===== src/rtl/led_pkg.sv =====
// ----------------------------------------------------------------------------
// led_pkg
// Shared constants and types for the RGB LED intensity path.
//   PWM_BITS      default intensity / PWM counter width (period = 2^PWM_BITS)
//   NUM_CH        number of colour channels (index 0 = red, 1 = green, 2 = blue)
//   fade_state_e  fade controller state encoding (ST_IDLE, ST_FADE)
// ----------------------------------------------------------------------------
package led_pkg;

    localparam int PWM_BITS = 8;
    localparam int NUM_CH   = 3;

    typedef enum logic {
        ST_IDLE = 1'b0,
        ST_FADE = 1'b1
    } fade_state_e;

endpackage : led_pkg


===== src/rtl/pwm_channel.sv =====
// ----------------------------------------------------------------------------
// pwm_channel
// One PWM output driven from the shared period counter.
//   clk         in   system clock
//   rst         in   synchronous, active-high reset
//   cnt         in   shared free-running PWM counter
//   period_end  in   high while cnt is at its last value of the period
//   level       in   requested intensity, sampled only at the period boundary
//   out         out  registered PWM bit, high for 'duty' cycles per period
// ----------------------------------------------------------------------------
module pwm_channel #(
    parameter int PWM_BITS = led_pkg::PWM_BITS
) (
    input  logic                clk,
    input  logic                rst,
    input  logic [PWM_BITS-1:0] cnt,
    input  logic                period_end,
    input  logic [PWM_BITS-1:0] level,
    output logic                out
);

    logic [PWM_BITS-1:0] duty_q;
    logic [PWM_BITS-1:0] duty_d;
    logic                out_q;
    logic                out_d;

    // The shadow copy only follows 'level' at the period boundary, so a
    // fade step never produces a truncated or doubled pulse mid-period.
    // The compare uses the old duty on the boundary edge, which still
    // belongs to the finishing period.
    always_comb begin
        duty_d = period_end ? level : duty_q;
        out_d  = (duty_q > cnt);
    end

    // NOTE: sequential state is written with non-blocking assignments only,
    // so every flop samples the pre-edge values regardless of block order.
    always_ff @(posedge clk) begin
        if (rst) begin
            duty_q <= '0;
            out_q  <= 1'b0;
        end else begin
            duty_q <= duty_d;
            out_q  <= out_d;
        end
    end

    assign out = out_q;

endmodule : pwm_channel


===== src/rtl/rgb_fade_pwm.sv =====
// ----------------------------------------------------------------------------
// rgb_fade_pwm
// Per-channel intensity engine: accepts a target colour over valid/ready,
// walks each channel's current intensity one step per 'tick' toward it, and
// drives PWM outputs for the downstream LED driver.
//   clk                  in   system clock
//   rst                  in   synchronous, active-high reset
//   tick                 in   single-cycle fade-step strobe
//   tgt_r/tgt_g/tgt_b    in   target intensities, sampled on accept
//   tgt_valid            in   target offered
//   tgt_ready            out  block can accept a target (idle, not in reset)
//   busy                 out  fade in progress
//   r/g/b                out  PWM outputs
// ----------------------------------------------------------------------------
module rgb_fade_pwm #(
    parameter int PWM_BITS = led_pkg::PWM_BITS
) (
    input  logic                clk,
    input  logic                rst,
    input  logic                tick,
    input  logic [PWM_BITS-1:0] tgt_r,
    input  logic [PWM_BITS-1:0] tgt_g,
    input  logic [PWM_BITS-1:0] tgt_b,
    input  logic                tgt_valid,
    output logic                tgt_ready,
    output logic                busy,
    output logic                r,
    output logic                g,
    output logic                b
);

    import led_pkg::*;

    typedef logic [PWM_BITS-1:0] level_t;
    typedef level_t [NUM_CH-1:0] colour_t;

    localparam level_t LEVEL_ONE = level_t'(1);

    fade_state_e state_q;
    fade_state_e state_d;

    colour_t cur_q;
    colour_t cur_d;
    colour_t tgt_q;
    colour_t tgt_d;
    colour_t tgt_in;
    colour_t stepped;

    level_t  cnt_q;
    level_t  cnt_d;
    logic    period_end;

    logic    accept;
    logic    tgt_is_cur;
    logic    step_done;

    logic [NUM_CH-1:0] pwm_out;

    assign tgt_in = {tgt_b, tgt_g, tgt_r};

    // ------------------------------------------------------------------
    // Per-channel step toward the registered target. Moving only toward
    // tgt_q means cur can never run past 0 or full scale.
    // ------------------------------------------------------------------
    always_comb begin
        stepped = cur_q;
        for (int ch = 0; ch < NUM_CH; ch++) begin
            if (cur_q[ch] < tgt_q[ch]) begin
                stepped[ch] = cur_q[ch] + LEVEL_ONE;
            end else if (cur_q[ch] > tgt_q[ch]) begin
                stepped[ch] = cur_q[ch] - LEVEL_ONE;
            end
        end
    end

    assign accept     = tgt_valid && tgt_ready;
    assign tgt_is_cur = (tgt_in == cur_q);
    assign step_done  = (stepped == tgt_q);

    // ------------------------------------------------------------------
    // Fade FSM: state register
    // ------------------------------------------------------------------
    always_ff @(posedge clk) begin
        if (rst) begin
            state_q <= ST_IDLE;
        end else begin
            state_q <= state_d;
        end
    end

    // ------------------------------------------------------------------
    // Fade FSM: next state
    // ------------------------------------------------------------------
    // NOTE: every combinational output gets a default before the case so no
    // path leaves it unassigned and no latch is inferred.
    always_comb begin
        state_d = state_q;
        unique case (state_q)
            ST_IDLE: begin
                if (accept && !tgt_is_cur) begin
                    state_d = ST_FADE;
                end
            end
            ST_FADE: begin
                // Leave on the same edge that lands the last step.
                if (tick && step_done) begin
                    state_d = ST_IDLE;
                end
            end
            default: state_d = ST_IDLE;
        endcase
    end

    // ------------------------------------------------------------------
    // Fade FSM: outputs
    // ------------------------------------------------------------------
    // tgt_ready looks only at the state and rst, never at tgt_valid, so the
    // upstream handshake cannot form a combinational loop through here.
    always_comb begin
        tgt_ready = 1'b0;
        busy      = 1'b0;
        unique case (state_q)
            ST_IDLE: tgt_ready = !rst;
            ST_FADE: busy      = 1'b1;
            default: ;
        endcase
    end

    // ------------------------------------------------------------------
    // Datapath: target capture, intensity stepping, shared PWM counter
    // ------------------------------------------------------------------
    always_comb begin
        tgt_d = accept ? tgt_in : tgt_q;
        // Stepping is gated by the registered state, so a tick arriving in
        // the accept cycle sees IDLE and is ignored.
        cur_d = ((state_q == ST_FADE) && tick) ? stepped : cur_q;
        cnt_d = cnt_q + LEVEL_ONE;
    end

    always_ff @(posedge clk) begin
        if (rst) begin
            cur_q <= '0;
            tgt_q <= '0;
            cnt_q <= '0;
        end else begin
            cur_q <= cur_d;
            tgt_q <= tgt_d;
            cnt_q <= cnt_d;
        end
    end

    assign period_end = (cnt_q == '1);

    // ------------------------------------------------------------------
    // PWM outputs, one per colour channel
    // ------------------------------------------------------------------
    for (genvar ch = 0; ch < NUM_CH; ch++) begin : g_ch
        pwm_channel #(
            .PWM_BITS (PWM_BITS)
        ) u_pwm (
            .clk        (clk),
            .rst        (rst),
            .cnt        (cnt_q),
            .period_end (period_end),
            .level      (cur_q[ch]),
            .out        (pwm_out[ch])
        );
    end

    assign r = pwm_out[0];
    assign g = pwm_out[1];
    assign b = pwm_out[2];

endmodule : rgb_fade_pwm


===== config.mk =====
export PLATFORM = sky130hd
export DESIGN_NAME = rgb_fade_pwm
export DESIGN_NICKNAME = d
export VERILOG_FILES = /design/src/rtl/led_pkg.sv /design/src/rtl/pwm_channel.sv /design/src/rtl/rgb_fade_pwm.sv
export SDC_FILE = /design/constraint.sdc
export NUM_CORES = 1
export LEC_CHECK = 0
export CAP_MARGIN = 20
export CELL_PAD_IN_SITES_DETAIL_PLACEMENT = 0
export CELL_PAD_IN_SITES_GLOBAL_PLACEMENT = 2
export CORE_AREA = 2 2 135 137
export DETAILED_ROUTE_END_ITERATION = 10
export DIE_AREA = 0 0 137 139
export PLACE_DENSITY_LB_ADDON = 0.1
export SYNTH_ARGS = -nofsm -noshare
export SYNTH_HDL_FRONTEND = slang
export SYNTH_SLANG_ARGS = --single-unit

===== constraint.sdc =====
create_clock -name clk -period 2.8 [get_ports clk]
set_input_delay 0.84 -clock clk [delete_from_list [all_inputs] [get_ports clk]]
set_output_delay 0.84 -clock clk [all_outputs]
set_load 0.02 [all_outputs]

Word level (Yosys, flattened, before mapping)
Cells that the tools add are included.

Register bits after elaboration: 84. Output and inout port bits: 5. Word-level logic and storage cells: 51. Bits of input ports: 28.

Equality and inequality tests: 3. Reduce and logical (&&, ||, !) cells: 6. Multiplexer cells: 11. Bitwise gates (word level): 1. Add/subtract/negate cells: 7. Magnitude comparators: 9.

Operators with widths (count): $eq A24 B24 Y1 (2); $gt A8 B8 Y1 (6); $mux W8 (6); $add A8 B1 Y8 const B (4); $lt A8 B8 Y1 (3); $sub A8 B1 Y8 const B (3); $eq A8 B8 Y1 const B (1); $logic_and A1 B1 Y1 (4); $mux W1 (4); $logic_not A1 Y1 (2); $pmux W1 S2 (1); $not A1 Y1 (1).

Depth between registers and ports, before layout
Gate-level depths: netlist (run 1).

Word-level depth: 7. Depth in mapped cells: 13.

Modules after synthesis
From an unflattened synthesis (run 1), not the netlist that was laid out.

Cells, all modules: 723. Area total of the unflattened synthesis: 5823.1 sq um.

By module, submodules not included: rgb_fade_pwm (instances 1, cells each 555, area an instance 4291.6 sq um, sequential area each 1141.1 sq um); pwm_channel (instances 3, cells each 56, area an instance 510.5 sq um, sequential area each 180.2 sq um).

Least setup slack after synthesis (run 1)
OpenSTA, ideal clock, no wires.

Path type: register to register. Start: reg cur_q[8] (netlist bit). End: reg state_q. Clock period less this slack: 2.647 ns. Setup time: 0.131 ns. Setup slack: 0.153 ns. Stages on the path, launching flop included: 13. Arrival time: 2.516 ns. Required time: 2.669 ns. Cell sequence: dfxtp_1 > clkbuf_1 > inv_1 > ha_1 > nor2b_1 > o211ai_1 > a211o_1 > a2111oi_4 > a2bb2oi_1 > xnor2_1 > o21ai_0 > nor4_1 > a31oi_1.

Cells in the longest elaborated chain, start to end: 7. Elaborated cells on any way between the ends: 14. Those cells by class: add/sub: 2; order compare: 2; eq/ne: 2; mux: 5; reduce/logical: 3.

RTL lines: start: declaration (line rgb_fade_pwm.sv:42) `colour_t cur_q;`; start signal: assignment (line rgb_fade_pwm.sv:146) `cur_q <= cur_d;`; $sub A8 B1 Y8 or $gt A8 B8 Y1 (tied branches) (line rgb_fade_pwm.sv:71, rgb_fade_pwm.sv:70); $mux W8 (line rgb_fade_pwm.sv:70) `end else if (cur_q[ch] > tgt_q[ch]) begin`; $mux W8 (line rgb_fade_pwm.sv:68) `if (cur_q[ch] < tgt_q[ch]) begin`; $eq A24 B24 Y1 (line rgb_fade_pwm.sv:78) `assign step_done = (stepped == tgt_q);`; $logic_and A1 B1 Y1 (line rgb_fade_pwm.sv:106) `if (tick && step_done) begin`; $mux W1 (line rgb_fade_pwm.sv:106); $pmux W1 S2 * (line rgb_fade_pwm.sv:98) `unique case (state_q)`; end signal: assignment (line rgb_fade_pwm.sv:87) `state_q <= state_d;`; end: declaration (line rgb_fade_pwm.sv:39) `fade_state_e state_q;`.

Every way passes the cells marked *; elsewhere a longest branch is shown, timed or not. A chain may end at the register's enable or synchronous reset.

Final worst setup path (run 1)
Start: reg tgt_q[9] (netlist bit). End: reg state_q.

Cells in the longest elaborated chain, start to end: 7. Elaborated cells on any way between the ends: 8. Those cells by class: order compare: 2; eq/ne: 1; mux: 4; reduce/logical: 1.

RTL lines: start: declaration (line rgb_fade_pwm.sv:44) `colour_t tgt_q;`; start signal: assignment (line rgb_fade_pwm.sv:147) `tgt_q <= tgt_d;`; $gt A8 B8 Y1 (line rgb_fade_pwm.sv:70); $mux W8 (line rgb_fade_pwm.sv:70); $mux W8 (line rgb_fade_pwm.sv:68); $eq A24 B24 Y1 * (line rgb_fade_pwm.sv:78); $logic_and A1 B1 Y1 * (line rgb_fade_pwm.sv:106); $mux W1 * (line rgb_fade_pwm.sv:106); $pmux W1 S2 * (line rgb_fade_pwm.sv:98).

Marked as above.

==> run metrics, run 1 <==
antenna diode count=0; number of global-route vias before repair=5272; Post-Synth XOR/XNOR Area=between 10% and 20%; Routed WL=18300 um; Main synth FF type=dfxtp_1; root buf cell=clkbuf_16; Initial Util=32.1%; crit-path max FO=4; Cells after Synth=726; synthesis-to-finish area growth=28.8%; Warnings, synthesis=0; DR vias=5303; I/O Buffers=32; Synth Register Bits=84; Core Footprint=17700 um2; first-pass GRT wire length=28900 um; Post-synth EDFFs=0; critical path class=reg -> reg; clk sink count=84; Slew Limit Headroom=38.3%; Worst setup SP type=flip-flop; async set-or-reset flop fraction in the synthesized netlist=0%; row count=49; WP data arrival=just under 3000 ps; FMAX=365 MHz; pwr dens=530 nW/um2; Reg2Reg Depth=12; Layout Nets=896; Design Area, Final=7310 um2; Final setup viols=0; main combinational cell family by area after synthesis=simple AND/OR/NAND/NOR gates; RD Place Congestion=0.822; clk_lat worst skew=350 ps; Worst Tran Pin Value=925 ps; R2R setup slack=60 ps; clock tree buffer depth=2; Final period util=97.8%; Setup TNS=0 ps; Synth cell types=54; commonest non-fill, non-tap cell in the layout=nand2_1; RSZ-0062 raised after global routing=yes; Hold Crit Depth=2; Hold Startpoint=g_ch[1].u_pwm.duty_q[0]; drt drc=0; Post-Synth Adder-Cell Area=12.1%; FF-to-FF Start=tgt_q[9]; Wirelength per Cell=17.5 um; Hold Buf Count CTS=0; peak supply drop=0.000312 V; mux cell area share after synthesis=0.529%; CTS tree=yes; grt ovf=0; largest net degree at the start of global routing=78; Hold EP=g_ch[1].u_pwm.duty_q[0]; hpwl dp=13800 um; leakage power=2.97 nW; Top-Level Pins=33; share of layout cells above drive strength 1=18.9%; CTS buffer count=9; Hold Violations, Final=0; clk slew on worst S/H paths=~70 ps; Die W=137 um; synthesized cell area=5680 um2; Setup WS pre-CTS=-228 ps; Vias/cell=roughly 5.1; drt pass-1 iters=5; clk_skew=~8.5 ps; hold crit path type=reg -> reg; sequential share of the synthesized area=~30%; Req. time, crit path=3040 ps; post-synthesis simple-gate area fraction=about a fifth; Final min period=2740 ps; total track usage=19.8%; Synth Area in Compound Gates=19.4%; most frequent cells in the layout=nand2_1, buf_4, dfxtp_1; antenna violations before repair=0; htree depth=3; worst setup margin=62.7 ps; CP endpoint kind=flip-flop; die area=between 15000 and 20000 um2; Slew Viols, Final=0; post-route ant nets=0; reg2reg end=state_q; Cell Area, Placed=between 6000 and 7000 um2; Max Cap Viol=0; syn_nets=809; syn avg cell area=7.82 um2; drt initial violations=approximately 320; DIE HEIGHT=139 um; outcome=finished clean
## synth_stat cells, drive strengths merged (14+ instances only)
| master | instances | area share [%] |
|---|---|---|
| clkbuf | 44 | 2.9 |
| xnor2 | 46 | 7.1 |
| o21ai | 33 | 2.9 |
| o31ai | 22 | 3.2 |
| nand2 | 108 | 7.1 |
| nor2 | 36 | 2.4 |
| dfxtp | 84 | 30 |
| or3 | 14 | 1.5 |
| xor2 | 31 | 4.8 |
| nand3 | 18 | 1.6 |
| nand4 | 22 | 2.4 |
| a21oi | 64 | 5.6 |
| ha | 55 | 12 |
| inv | 42 | 2.8 |
## per-layer routing
layer  track usage [%]  share of wire [%]  up-vias  wire, um
li1                  -                  -     2706         -
met1              26.6                 48     2485      8700
met2              32.7                 48       97      8780
met3              3.73                3.4       15       630
met4              4.72                1.1        0       196
met5                 0                  0        -         0
## flip-flops by register name, summed over array words and instances, names as in the netlist
register and cells:
cur_q 24, tgt_q 24, g_ch.u_pwm.duty_q 24, cnt_q 8, g_ch.u_pwm.out 3, state_q 1
## where the power goes
group | internal [mW] | total [mW] | switching [mW]
registers | 1.25 | 1.28 | 0.0357
logic | 0.687 | 1.44 | 0.753
clock network | 0.610 | 1.15 | 0.544
## critical path: stages, from the launching register on
cell and delay [ps]:
dfxtp_2 320, inv_2 40, ha_4 260, nor2b_4 130
o211ai_1 80, a211o_1 380, a2111oi_4 410, buf_4 190
nand2_4 50, o31ai_4 320, xnor2_2 100, nor3_2 230
a31oi_1 110
## layout make-up
class,instances,area (um2)
multi-input combinational,552,3890
clock buffer,10,229
fill,1806,10300
tap,229,287
sequential,84,1680
clock inverter,6,46.3
inverter,42,158
timing repair buffer,124,1020
## per-stage QoR
step                total power [mW]  hold slack, ps  util (%)  instances
floorplan                       2.04             436         -        726
global placement                2.57             451      38.2       1024
detailed placement              2.58             452      38.2       1024
CTS                             3.75             461      39.8       1040
global route                    4.10             479      41.4       1047
finish                          3.88             460      41.4       1047
## how the worst max path moves through the flow
stage | start | to | cells past startpoint
after CTS | tgt_q[15] | state_q | 13
after global placement | tgt_b[5] | state_q | 10
after detailed placement | tgt_b[5] | state_q | 10
final | tgt_q[9] | state_q | 12
after floorplan | cur_q[8] | state_q | 12
after global routing | tgt_q[9] | state_q | 12
## what timing repair did
item / 4_1_cts / 5_1_grt
resized for setup: 0 / 44
setup endpoints to repair: 0 / 1
buffers inserted: 0 / 7
## cells by family (layout without fill, tap and decap cells)
family | after synthesis | count (layout)
and+or+nand+nor | 246 | 246
AOI/OAI and AO/OA | 171 | 171
buffers and inverters | 90 | 182
DFF | 84 | 84
xor gates and xnor gates | 77 | 77
adders and majority gates | 55 | 55
muxes | 3 | 3
Note: power is estimated with default switching activity, not from simulation.
==> inputs of run 2 (changes only) <==
Settings changed: ABC_CLOCK_PERIOD_IN_PS set to 2800.
==> results of run 2 <==
Same layout as run 1: the final DEF is identical, and so are final timing and power.
==> inputs of run 3 (changes only) <==
Settings changed: CELL_PAD_IN_SITES_DETAIL_PLACEMENT 0 to not set, CELL_PAD_IN_SITES_GLOBAL_PLACEMENT 2 to not set, CORE_AREA 2 2 135 137 to 2 2 105 107, DIE_AREA 0 0 137 139 to 0 0 107 109, PLACE_DENSITY set to 0.76, PLACE_DENSITY_LB_ADDON 0.1 to not set.
==> run metrics, run 3 (same netlist as run 1, synthesis figures left out) <==
CTS tree=yes; wl on met1=6740 um; Vias/cell=5.93; Sw Share=33.6%; Cell Area, Placed=between 6000 and 7000 um2; top flop regs=cur_q (24), g_ch.u_pwm.duty_q (24), tgt_q (24); Worst Tran Pin Value=about 850 ps; clk slew on worst S/H paths=80 ps; Final period util=approximately 99%; total track usage=27.6%; Max Cap Viol=0; crit-path max FO=6; Seq pwr share=37.0%; commonest non-fill, non-tap cell in the layout=nand2_1; worst setup margin=between 40 and 50 ps; Net Switching=~1.2 mW; WP data arrival=3000 ps; RSZ-0062 raised after global routing=yes; critical path class=reg -> reg; CP endpoint kind=flip-flop; uppermost layer routed=met4; outcome=finished clean; leakage power=around 2.7 nW; root buf cell=clkbuf_8; Hold Violations, Final=0; FF-to-FF Start=tgt_q[23]; Design Area, Final=6690 um2; antenna diode count=0; Non-Filler Instances=920; Setup WS pre-CTS=-283 ps; Initial Util=a little over half; routed wl met3=~940 um; Wirelength per Cell=17.1 um; clk_lat worst skew=360 ps; number of global-route vias before repair=5272; I/O Buffers=32; Routed WL=15700 um; FILL cells=928; RD Place Congestion=1.01; clock share of power=28.9%; drt drc=0; Fin Hold WS=458 ps; drt pass-1 iters=5; Slew Viols, Final=0; clk_skew=slightly above 6 ps; clk sink count=between 80 and 90; Die W=107 um; largest net degree at the start of global routing=78; Hold Startpoint=g_ch[1].u_pwm.duty_q[0]; htree depth=3; DIE HEIGHT=109 um; synthesis-to-finish area growth=17.9%; Layout Nets=approximately 860; drt initial violations=approximately 470; post-route ant nets=0; Critical Path Source=tgt_q[23]; first-pass GRT wire length=25100 um; Core Footprint=10600 um2; die area=11700 um2; Logic pwr share=between 30% and 40%; Final min period=2760 ps; DR vias=5460; Post-Place Cells=around 900; Worst setup SP type=flip-flop; peak supply drop=a little under 0.0003 V; share of layout cells above drive strength 1=12.2%; antenna violations before repair=0; grt ovf=0; wire length on met2=7190 um; FMAX=approximately 360 MHz; hold crit path type=reg -> reg; CTS buffer count=9; Req. time, crit path=around 3000 ps; fin util=63.1%; most frequent cells in the layout=nand2_1, dfxtp_1, a21oi_1; internal power=around 2.3 mW; row count=38; clock tree buffer depth=2; Final setup viols=0; pwr dens=~520 nW/um2; hpwl dp=11900 um; Top-Level Pins=33; Slew Limit Headroom=43.0%
-- run 3: changes by cell type in the layout (fill, tap and decap cells not counted), moves of 3 or more --
cell,previous run,this run
clkbuf_16,9,0
xnor2_1,42,45
clkbuf_8,0,11
buf_4,91,55
inv_6,3,0
xnor2_2,4,1
-- run 3: final cells by class --
| class | instances | area, um2 | share of cell area, % |
|---|---|---|---|
| multi-input cells | 552 | 3720 | 55.7 |
| flip-flops and latches | 84 | 1680 | 25.1 |
| repair buffers | 87 | 728 | 10.9 |
| well taps | 140 | 175 | 2.62 |
| inverters | 42 | 158 | 2.36 |
| clock buffers | 11 | 151 | 2.26 |
| clock inverters | 4 | 72.6 | 1.08 |
-- run 3: stage by stage --
step                TNS (ps)  power [mW]
detailed placement      -283        2.40
finish                     0        3.46
CTS                        0        3.40
floorplan                  0        2.04
global route           -41.0        3.61
global placement        -196        2.38
-- run 3: power by group through the flow --
stage | logic [mW] | registers, mW | clock network [mW]
finish | 1.18 | 1.28 | 1.00
global placement | 1.07 | 1.31 | 0
CTS | 1.10 | 1.28 | 1.01
global route | 1.27 | 1.29 | 1.06
floorplan | 0.735 | 1.31 | 0
detailed placement | 1.09 | 1.31 | 0
-- run 3: path summary, 6_finish.rpt --
path / to / slack (ps) / cells after the start
worst max-delay path: state_q / 40 / 11
worst min-delay path: g_ch[1].u_pwm.duty_q[0] / 460 / 2
worst max register to register: state_q / 40 / 11
worst min register to register: g_ch[1].u_pwm.duty_q[0] / 460 / 2
-- run 3: timing repair --
item                                    in CTS  in global routing
endpoints found under the setup margin       0                  1
hold buffers                                 0                  0
setup buffers                                0                  1
gates resized for setup                      0                 19
-- run 3: worst max-delay path, cell delays in order, from the launching register on --
cell and delay, ps:
dfxtp_1 350, inv_1 60, ha_1 320, nand4_1 200, or2_1 320, buf_4 170, a31oi_1 300, xnor2_1 130
nor3_1 240, nand4_1 120, nor4_1 300, a31oi_1 120
-- run 3: layer usage --
| layer | GRT usage [%] | vias up |
|---|---|---|
| met3 | 3.05 | 63 |
| met5 | 0 | - |
| met2 | 45.4 | 235 |
| met1 | 34.3 | 2532 |
| li1 | - | 2630 |
| met4 | 18.1 | 0 |
